<file path="src/rtl/nx_fifo_rr_sched.sv">
// nx_fifo_rr_sched: round-robin read scheduler draining a bank of show-ahead
// FIFOs into a single registered valid/ready output stream. One pop per cycle
// at most, never from an empty FIFO, with each grant capped at BURST pops.
module nx_fifo_rr_sched #(
  parameter int N_FIFO = 4,
  parameter int WIDTH  = 128,
  parameter int BURST  = 4,
  parameter int SRC_W  = $clog2(N_FIFO)
) (
  input  logic                    clk,
  input  logic                    rst_n,
  input  logic                    clear,
  input  logic [N_FIFO-1:0]       fifo_empty,
  input  logic [N_FIFO*WIDTH-1:0] fifo_rdata,
  output logic [N_FIFO-1:0]       fifo_ren,
  output logic                    out_valid,
  input  logic                    out_ready,
  output logic [WIDTH-1:0]        out_data,
  output logic [SRC_W-1:0]        out_src,
  output logic                    busy
);

  localparam logic [0:0] IDLE  = 1'b0;
  localparam logic [0:0] GRANT = 1'b1;

  // Burst counter sized for the largest legal BURST (255).
  localparam int              CNT_W = 8;
  localparam logic [CNT_W-1:0] LAST = CNT_W'(BURST - 1);
  localparam logic [SRC_W-1:0] TOP  = SRC_W'(N_FIFO - 1);

  logic [0:0]       state_q, state_d;
  logic [SRC_W-1:0] ptr_q, ptr_d;
  logic [SRC_W-1:0] gnt_q, gnt_d;
  logic [CNT_W-1:0] cnt_q, cnt_d;
  logic             vld_q, vld_d;
  logic [WIDTH-1:0] data_q, data_d;
  logic [SRC_W-1:0] src_q, src_d;

  logic             load;
  logic             pop;
  logic             any_ne;
  logic             found;
  logic [SRC_W-1:0] cand;
  logic [SRC_W-1:0] next_idx;
  logic [SRC_W-1:0] gnt_inc;

  assign load    = !vld_q || out_ready;
  assign any_ne  = (~fifo_empty) != '0;
  // Explicit wrap so non-power-of-two bank sizes index correctly.
  assign gnt_inc = (gnt_q == TOP) ? '0 : gnt_q + 1'b1;

  // First non-empty FIFO scanning upward from ptr with modulo wrap.
  always_comb begin
    next_idx = ptr_q;
    found    = 1'b0;
    cand     = ptr_q;
    for (int i = 0; i < N_FIFO; i++) begin
      cand = SRC_W'((int'(ptr_q) + i) % N_FIFO);
      if (!found && !fifo_empty[cand]) begin
        next_idx = cand;
        found    = 1'b1;
      end
    end
  end

  // Grant FSM, burst accounting and output-register next state.
  always_comb begin
    state_d = state_q;
    ptr_d   = ptr_q;
    gnt_d   = gnt_q;
    cnt_d   = cnt_q;
    vld_d   = vld_q;
    data_d  = data_q;
    src_d   = src_q;
    pop     = 1'b0;
    if (clear) begin
      // ptr is deliberately kept so fairness survives a flush.
      state_d = IDLE;
      cnt_d   = '0;
      vld_d   = 1'b0;
    end else begin
      if (vld_q && out_ready) begin
        vld_d = 1'b0;
      end
      case (state_q)
        IDLE: begin
          cnt_d = '0;
          if (any_ne) begin
            gnt_d   = next_idx;
            state_d = GRANT;
          end
        end
        default: begin
          if (load) begin
            if (!fifo_empty[gnt_q]) begin
              pop    = 1'b1;
              cnt_d  = cnt_q + 1'b1;
              vld_d  = 1'b1;
              data_d = fifo_rdata[gnt_q*WIDTH +: WIDTH];
              src_d  = gnt_q;
              if (cnt_q == LAST) begin
                ptr_d   = gnt_inc;
                state_d = IDLE;
              end
            end else begin
              // Holder ran dry: end the grant early, count does not carry over.
              ptr_d   = gnt_inc;
              state_d = IDLE;
            end
          end
        end
      endcase
    end
  end

  // One-hot read enable for the granted FIFO on a pop cycle.
  always_comb begin
    fifo_ren = '0;
    if (pop) begin
      fifo_ren[gnt_q] = 1'b1;
    end
  end

  // State and output registers with asynchronous active-low reset.
  always_ff @(posedge clk or negedge rst_n) begin
    if (!rst_n) begin
      state_q <= IDLE;
      ptr_q   <= '0;
      gnt_q   <= '0;
      cnt_q   <= '0;
      vld_q   <= 1'b0;
      data_q  <= '0;
      src_q   <= '0;
    end else begin
      state_q <= state_d;
      ptr_q   <= ptr_d;
      gnt_q   <= gnt_d;
      cnt_q   <= cnt_d;
      vld_q   <= vld_d;
      data_q  <= data_d;
      src_q   <= src_d;
    end
  end

  assign out_valid = vld_q;
  assign out_data  = data_q;
  assign out_src   = src_q;
  assign busy      = (state_q == GRANT) || vld_q;

  a_ren_onehot0: assert property (@(posedge clk) disable iff (!rst_n)
    $onehot0(fifo_ren));
  a_ren_not_empty: assert property (@(posedge clk) disable iff (!rst_n)
    (fifo_ren & fifo_empty) == '0);

endmodule

</file>
<file path="config.mk">
export PLATFORM = sky130hd
export DESIGN_NAME = nx_fifo_rr_sched
export DESIGN_NICKNAME = d
export VERILOG_FILES = /design/src/rtl/nx_fifo_rr_sched.sv
export SDC_FILE = /design/constraint.sdc
export NUM_CORES = 1
export LEC_CHECK = 0
export ABC_AREA = 1
export BUFFER_PORTS_ARGS = -buffer_cell sky130_fd_sc_hd__buf_2
export CORE_AREA = 2 2 256 258
export CTS_CLUSTER_DIAMETER = 60
export DETAILED_ROUTE_END_ITERATION = 10
export DIE_AREA = 0 0 258 260
export HOLD_SLACK_MARGIN = 0.03
export MAX_ROUTING_LAYER = met4
export PLACE_DENSITY = 0.35
export SLEW_MARGIN = 10
export SYNTH_ARGS = -nofsm -noshare
export SYNTH_HDL_FRONTEND = slang
export SYNTH_SLANG_ARGS = --single-unit
</file>
<file path="constraint.sdc">
create_clock -name clk -period 1.5 [get_ports clk]
set_input_delay 0.075 -clock clk [delete_from_list [all_inputs] [get_ports clk]]
set_output_delay 0.075 -clock clk [all_outputs]
set_load 0.01 [all_outputs]
</file>
==> results.txt, run 1 <==
vias in the first global route: 14689
Worst Skew: 0.00745 ns
routed vias: 14636
CTS tree: done
Tot GR Track Use: 19.3%
RePlAce Congestion: 0.938
clk buf depth: 2
drt first pass iters: 6
# IOs: 656
root buf cell: clkbuf_16
r2r startpoint: gnt_q[0]
multi-input logic area: 5630 µm²
Num CTS Buffers: 17
Synth Register Bits: 144
Min-Delay Path Depth: 5
post-synth top area share: 38.3%
die area: 67100 µm²
MaxCap Viol Count: 0
syn_area_per_cell: 6.53 µm²
Arrival @ worst endpoint: 2.21 ns
R2R depth: 11
Routed Antenna Nets: 0
CP Launch Point: gnt_q[0]
Req. time, crit path: 1.87 ns
clk slew on worst S/H paths: 0.07 ns
I/O Buffers: 655
Via density: 4.31
status: finished with violations
part of the Yosys area used for sequential elements: 38.3%
capturing point of the worst reg2reg path: out_data[124]
final hold vios: 0
leak pwr: 10.2 nW
Core ar.: 64100 µm²
drt drc: 0
Hold Slack: 0.0210 ns
crit start category: flip-flop
final setup margin: -0.343 ns
EDFF count, synth: 0
Least-Margin Pin Slew: 0.532 ns
H-Tree Depth: 4
Die Width: 258 µm
first-pass GRT wire length: 92400 µm
Slew Viols, Final: 0
drt initial violations: 904
R2R Setup Slk: -0.34 ns
Fillers: 6978
maximum clock rate: 0.543 GHz
Slew headroom: 64.5%
failing checks: negative setup slack
Tcrit/Tclk final: 123%
ranking of synthesized cells by area: dfrtp_1, nand2_1, o21ai_0, nor2_1, o22ai_1
Placement Setup Slack: -0.345 ns
clock latency on the worst-skew pair: 0.49 ns
RSZ-0062 raised after global routing: yes
FF/Latch Area: 3610 µm²
crit end category: flip-flop
share of cells above drive strength 1: 39.5%
final setup fails: 141
Synth area leader: dfrtp_1
pwr/cell area: 1770 nW/µm²
Synth async-reset ratio: 100%
Starting Density: 14.7%
final wirelength: 67500 µm
Post-synth top cells: nand2_1, nor2_1, o21ai_0, dfrtp_1, o22ai_1
DIE HEIGHT: 260 µm
Worst Path Max Fanout: 7
clock sink total: 144
gate count after technology mapping: 1440
Setup CP Type: reg2reg
Area Growth Syn to Fin: 119%
Syn Nets: 1965
hpwl dp: 42900 µm
WHS Endpoint: out_data[2]
total gr overflow: 0
Rows: 93
Ys Warns: 0
most used flip-flop cell after synthesis: dfrtp_1
wire length per cell: 19.9 µm
critical hold path startpoint: fifo_rdata[130]
layout net count: 3048
initial antenna violation count: 3
Netlist Area Pre-Place: 9410 µm²
largest net degree at the start of global routing: 42
worst vdd ir: 0.942 mV
Synth cell types: 24
type of the worst min-delay path: in2reg
Final Critical Period: 1.84 ns
cell with the most instances after synthesis: nand2_1
placed cells by master (no fill, tap or decap), types with 3 or more instances in the layout:
| cell | synthesis | final |
|---|---|---|
| buf_2 | 42 | 650 |
| nand2_1 | 447 | 375 |
| dlygate4sd3_1 | 0 | 343 |
| nor2_1 | 270 | 254 |
| o21ai_0 | 268 | 239 |
| dfrtp_1 | 144 | 140 |
| o22ai_1 | 128 | 113 |
| buf_4 | 3 | 93 |
| nand2_2 | 2 | 58 |
| buf_16 | 0 | 28 |
| buf_12 | 0 | 28 |
| clkbuf_16 | 0 | 25 |
| o21ai_1 | 0 | 23 |
| inv_1 | 23 | 18 |
| nand2_4 | 0 | 16 |
| o22ai_2 | 0 | 14 |
| buf_6 | 13 | 13 |
| nor2_2 | 2 | 10 |
| nand3_1 | 14 | 10 |
| bufbuf_16 | 0 | 10 |
| nor2_4 | 0 | 8 |
| o21ai_2 | 0 | 6 |
| buf_8 | 0 | 6 |
| ha_1 | 5 | 5 |
| nor3_1 | 4 | 4 |
| clkbuf_8 | 0 | 4 |
| inv_2 | 3 | 3 |
| nand3_4 | 0 | 3 |
| nand4_1 | 3 | 3 |
| nand3_2 | 2 | 3 |
| bufinv_16 | 0 | 3 |
| clkinvlp_4 | 0 | 3 |
flip-flops by register name, summed over array words and instances, names as in the netlist:
signal	cells
state_q	1
out_valid	1
ptr_q	2
out_src	2
gnt_q	2
out_data	128
cnt_q	8
area by class of cell:
type                       count  share of cell area [%]
tap                          855                    5.20
timing repair inverter         1                  0.0973
multi-input combinational   1154                    27.4
timing repair buffer        1179                    46.1
inverter                      26                   0.651
sequential                   144                    17.6
clock buffer                  22                    2.35
clock inverter                 9                   0.639
antenna                        2                  0.0243
power breakdown:
part	internal (mW)	total, mW	switching, mW	leakage, nW
clock	2.77	4.68	1.91	0.294
combinational	11.3	25.0	13.7	8.13
sequential	5.62	6.70	1.08	1.82
worst max path at each step:
stage	end	slack, ns	cells after the start
after floorplan	fifo_ren[0]	-0.03	9
after global placement	out_data[114]	-0.35	8
after detailed placement	out_data[114]	-0.34	8
after CTS	fifo_ren[0]	-0.42	7
after global routing	out_data[9]	-0.43	11
final	out_data[124]	-0.34	11
critical path, cell delays in order (launching register included):
cell	delay, ns
dfrtp_4	0.54
nand2_2	0.10
nand3_2	0.06
nand2_2	0.09
nand3_4	0.10
buf_6	0.14
buf_12	0.15
buf_12	0.16
buf_12	0.13
buf_16	0.14
nand2_2	0.05
nand2_1	0.04
metrics by stage:
step | setup TNS, ns | power, mW | cell area [µm²] | util [%] | instances
floorplan | -0.852 | 16.2 | 9410 | - | 1440
global placement | -22.60 | 25.3 | 14400 | 22.4 | 2950
detailed placement | -25.45 | 25.2 | 14400 | 22.4 | 2950
CTS | -42.97 | 35.4 | 20000 | 31.1 | 3380
global route | -49.02 | 38.9 | 20600 | 32.1 | 3392
finish | -34.21 | 36.4 | 20600 | 32.1 | 3392
metal layers:
layer | vias up | track usage [%] | routed length, µm
li1 | 6971 | - | -
met3 | 117 | 3.81 | 4140
met5 | - | - | 0
met4 | 0 | 7.61 | 2180
met2 | 680 | 32.9 | 33500
met1 | 6868 | 22.3 | 27700
cells by family (layout without fill, tap and decap cells):
family,Yosys count,in the layout,synth area share [%]
other cells,0,2,0
flops,144,144,38.3
xor+xnor,2,2,0.186
buf+inv,142,1237,7.38
compound gates,401,401,23.1
simple gates,746,746,30.4
fa+ha+maj,5,5,0.665
repair_timing:
item / CTS / global route
gates cloned: 33 / 9
setup endpoints to repair: 146 / 147
hold buffers: 343 / 0
resized for setup: 109 / 168
pin swaps: 14 / 48
buffers inserted: 25 / 7
hold endpoints to repair: 261 / 0
No activity file was read; power rests on OpenSTA's default activity.
==> inputs of run 2 (changes only) <==
--- a/config.mk
+++ b/config.mk
@@ -14,6 +14,7 @@
 export HOLD_SLACK_MARGIN = 0.03
 export MAX_ROUTING_LAYER = met4
 export PLACE_DENSITY = 0.35
+export RECOVER_POWER = 25
 export SLEW_MARGIN = 10
 export SYNTH_ARGS = -nofsm -noshare
 export SYNTH_HDL_FRONTEND = slang
==> results.txt, run 2 (synthesized netlist as in run 1, its figures left out) <==
crit path capture: out_data[124]
multi-input logic area: 5630 µm² (unchanged)
R2R depth: 11 (unchanged)
Core ar.: 64100 µm² (unchanged)
M1 GR Usage: 22.3% (unchanged)
DIE HEIGHT: 260 µm (unchanged)
clk buf depth: 2 (unchanged)
hpwl dp: 42900 µm (unchanged)
NetSw: 16.7 mW (about the same)
internal power: 19.6 mW (about the same)
Starting Density: 14.7% (unchanged)
layout net count: 3048 (unchanged)
RSZ-0062 raised after global routing: yes
drt drc: 0 (unchanged)
GR Layer Usage met2: 32.9% (unchanged)
Rows: 93 (unchanged)
max reg flops: 128 (unchanged)
Req. time, crit path: 1.87 ns (about the same)
root buf cell: clkbuf_16
H-Tree Depth: 4 (unchanged)
Slew Viols, Final: 0 (unchanged)
clock power share: 12.9% (about the same)
crit start category: flip-flop
R2R Setup Slk: -0.34 ns (about the same)
clock sink total: 144 (unchanged)
RePlAce Congestion: 0.938 (unchanged)
Die Width: 258 µm (unchanged)
Hold Slack: 0.0195 ns (-0.00150 ns)
Area Growth Syn to Fin: 118%
MaxCap Viol Count: 0 (unchanged)
final core occ: 32.0% (-0.039 points)
FF/Latch Area: 3610 µm² (unchanged)
die area: 67100 µm² (unchanged)
highest-count cells in the layout ignoring fill and taps: buf_2, nand2_1, dlygate4sd3_1
first-pass GRT wire length: 92400 µm (unchanged)
wire length per cell: 19.9 µm (about the same)
commonest non-fill, non-tap cell in the layout: buf_2
vias in the first global route: 14689 (unchanged)
final setup fails: 142 (+0.71%)
Least-Margin Pin Slew: 1.38 ns (+0.851 ns)
clock latency on the worst-skew pair: 0.49 ns (about the same)
Via density: 4.32 (about the same)
sequential share of power: 18.4% (about the same)
leak pwr: 10.2 nW (about the same)
Crit-path slowest cell: dfrtp_4
grt peak-use layer: met2
crit-path cells: nand2_2 -> nand3_2 -> nand2_2 -> nand3_4 -> buf_6 -> buf_12 -> buf_12 -> buf_12 -> buf_16 -> nand2_2 -> nand2_1
r2r startpoint: gnt_q[0]
post-route setup TNS: -34.43 ns (-0.218 ns)
Overall Power: 36.4 mW (about the same)
Setup CP Type: reg2reg
Tcrit/Tclk final: 123% (about the same)
Worst Path Max Fanout: 7 (unchanged)
status: finished with violations
pwr/cell area: 1770 nW/µm² (+0.15%)
Num CTS Buffers: 17 (unchanged)
routed vias: 14637 (+0.0068%)
initial antenna violation count: 3 (unchanged)
Sw Ratio: 46.0% (about the same)
clk slew on worst S/H paths: 0.07 ns (about the same)
power share of the combinational group: 68.7% (about the same)
capturing point of the worst reg2reg path: out_data[124]
final hold vios: 0 (unchanged)
Final Critical Period: 1.84 ns (-0.000226 ns)
worst vdd ir: 0.947 mV (+0.48%)
CTS tree: done
Worst Skew: 0.00714 ns (-0.000313 ns)
# IOs: 656 (unchanged)
share of cells above drive strength 1: 39.5% (unchanged)
Slew headroom: 7.77% (-57 points)
crit end category: flip-flop
Finished Layout Cells: 3392 (unchanged)
CP Launch Point: gnt_q[0]
final setup margin: -0.342 ns (+0.000226 ns)
Cells after DPL: 2950 (unchanged)
Fillers: 6981 (+0.043%)
total gr overflow: 0 (unchanged)
drt first pass iters: 6 (unchanged)
Routed Antenna Nets: 0 (unchanged)
failing checks: negative setup slack
Crit path largest cell delay: 0.54 ns (about the same)
GR Util met3: 3.81% (unchanged)
largest net degree at the start of global routing: 42 (unchanged)
maximum clock rate: 0.543 GHz (about the same)
Arrival @ worst endpoint: 2.22 ns (about the same)
drt initial violations: 914 (+1.1%)
Tot GR Track Use: 19.3% (unchanged)
final wirelength: 67500 µm (about the same)
type of the worst min-delay path: in2reg
I/O Buffers: 655 (unchanged)
==> run 2: cell types whose count changed in the layout (fill, tap and decap cells not counted), sizes merged <==
cell,delta
clkbuf,+2
buf,-2
==> run 2: area by class of cell <==
| class | instances | share of cell area (%) |
|---|---|---|
| Timing Repair Buffer | 1179 | 46.0 |
| Multi-Input combinational cell | 1154 | 27.4 |
| Sequential cell | 144 | 17.6 |
| Tap cell | 855 | 5.21 |
| Clock buffer | 22 | 2.36 |
| Inverter | 26 | 0.652 |
| Clock inverter | 9 | 0.640 |
| Timing Repair inverter | 1 | 0.0975 |
| Antenna cell | 2 | 0.0244 |
==> run 2: critical path: cells and delay by family (launching register included) <==
family | cells | cell delay (ns)
and+or+nand+nor | 6 | 0.44
buffers and inverters | 5 | 0.72
DFF | 1 | 0.54
==> run 2: metal layers <==
layer,up-vias,part of all wire (%)
met5,-,0
met4,0,3.1
met3,109,6.0
met2,670,50
met1,6890,41
li1,6968,-
==> run 2: through the flow <==
stage / cell area [µm²] / setup WS (ns)
6_report: 20500 / -0.342
5_1_grt: 20500 / -0.434
4_1_cts: 20000 / -0.417
3_5_place_dp: 14400 / -0.345
3_3_place_gp: 14400 / -0.353
2_1_floorplan: 9410 / -0.0267
==> run 2: worst min path at each step <==
stage	start	endpoint	slack (ns)	cells past startpoint
6_report	fifo_rdata[130]	out_data[2]	0.02	5
5_1_grt	fifo_rdata[130]	out_data[2]	0.05	5
4_1_cts	clear	cnt_q[3]	0.03	5
3_5_place_dp	rst_n	out_data[76]	0.08	1
3_3_place_gp	rst_n	out_data[76]	0.08	1
2_1_floorplan	rst_n	cnt_q[0]	-0.22	0
==> run 2: repair_timing <==
action | CTS | global route
hold buffers | 343 | 0
setup endpoints to repair | 146 | 147
gates resized for setup | 109 | 168
pin swaps | 14 | 48
buffers inserted | 25 | 7
gates cloned | 33 | 9
hold endpoints to repair | 261 | 0
==> run 2: power groups by stage <==
| stage | Combinational, mW | Clock, mW | Sequential (mW) |
|---|---|---|---|
| final | 25.0 | 4.69 | 6.71 |
| after global routing | 27.0 | 4.99 | 6.93 |
| after CTS | 23.9 | 4.90 | 6.58 |
| after detailed placement | 18.6 | 0 | 6.60 |
| after global placement | 18.7 | 0 | 6.61 |
| after floorplan | 8.93 | 0 | 7.26 |
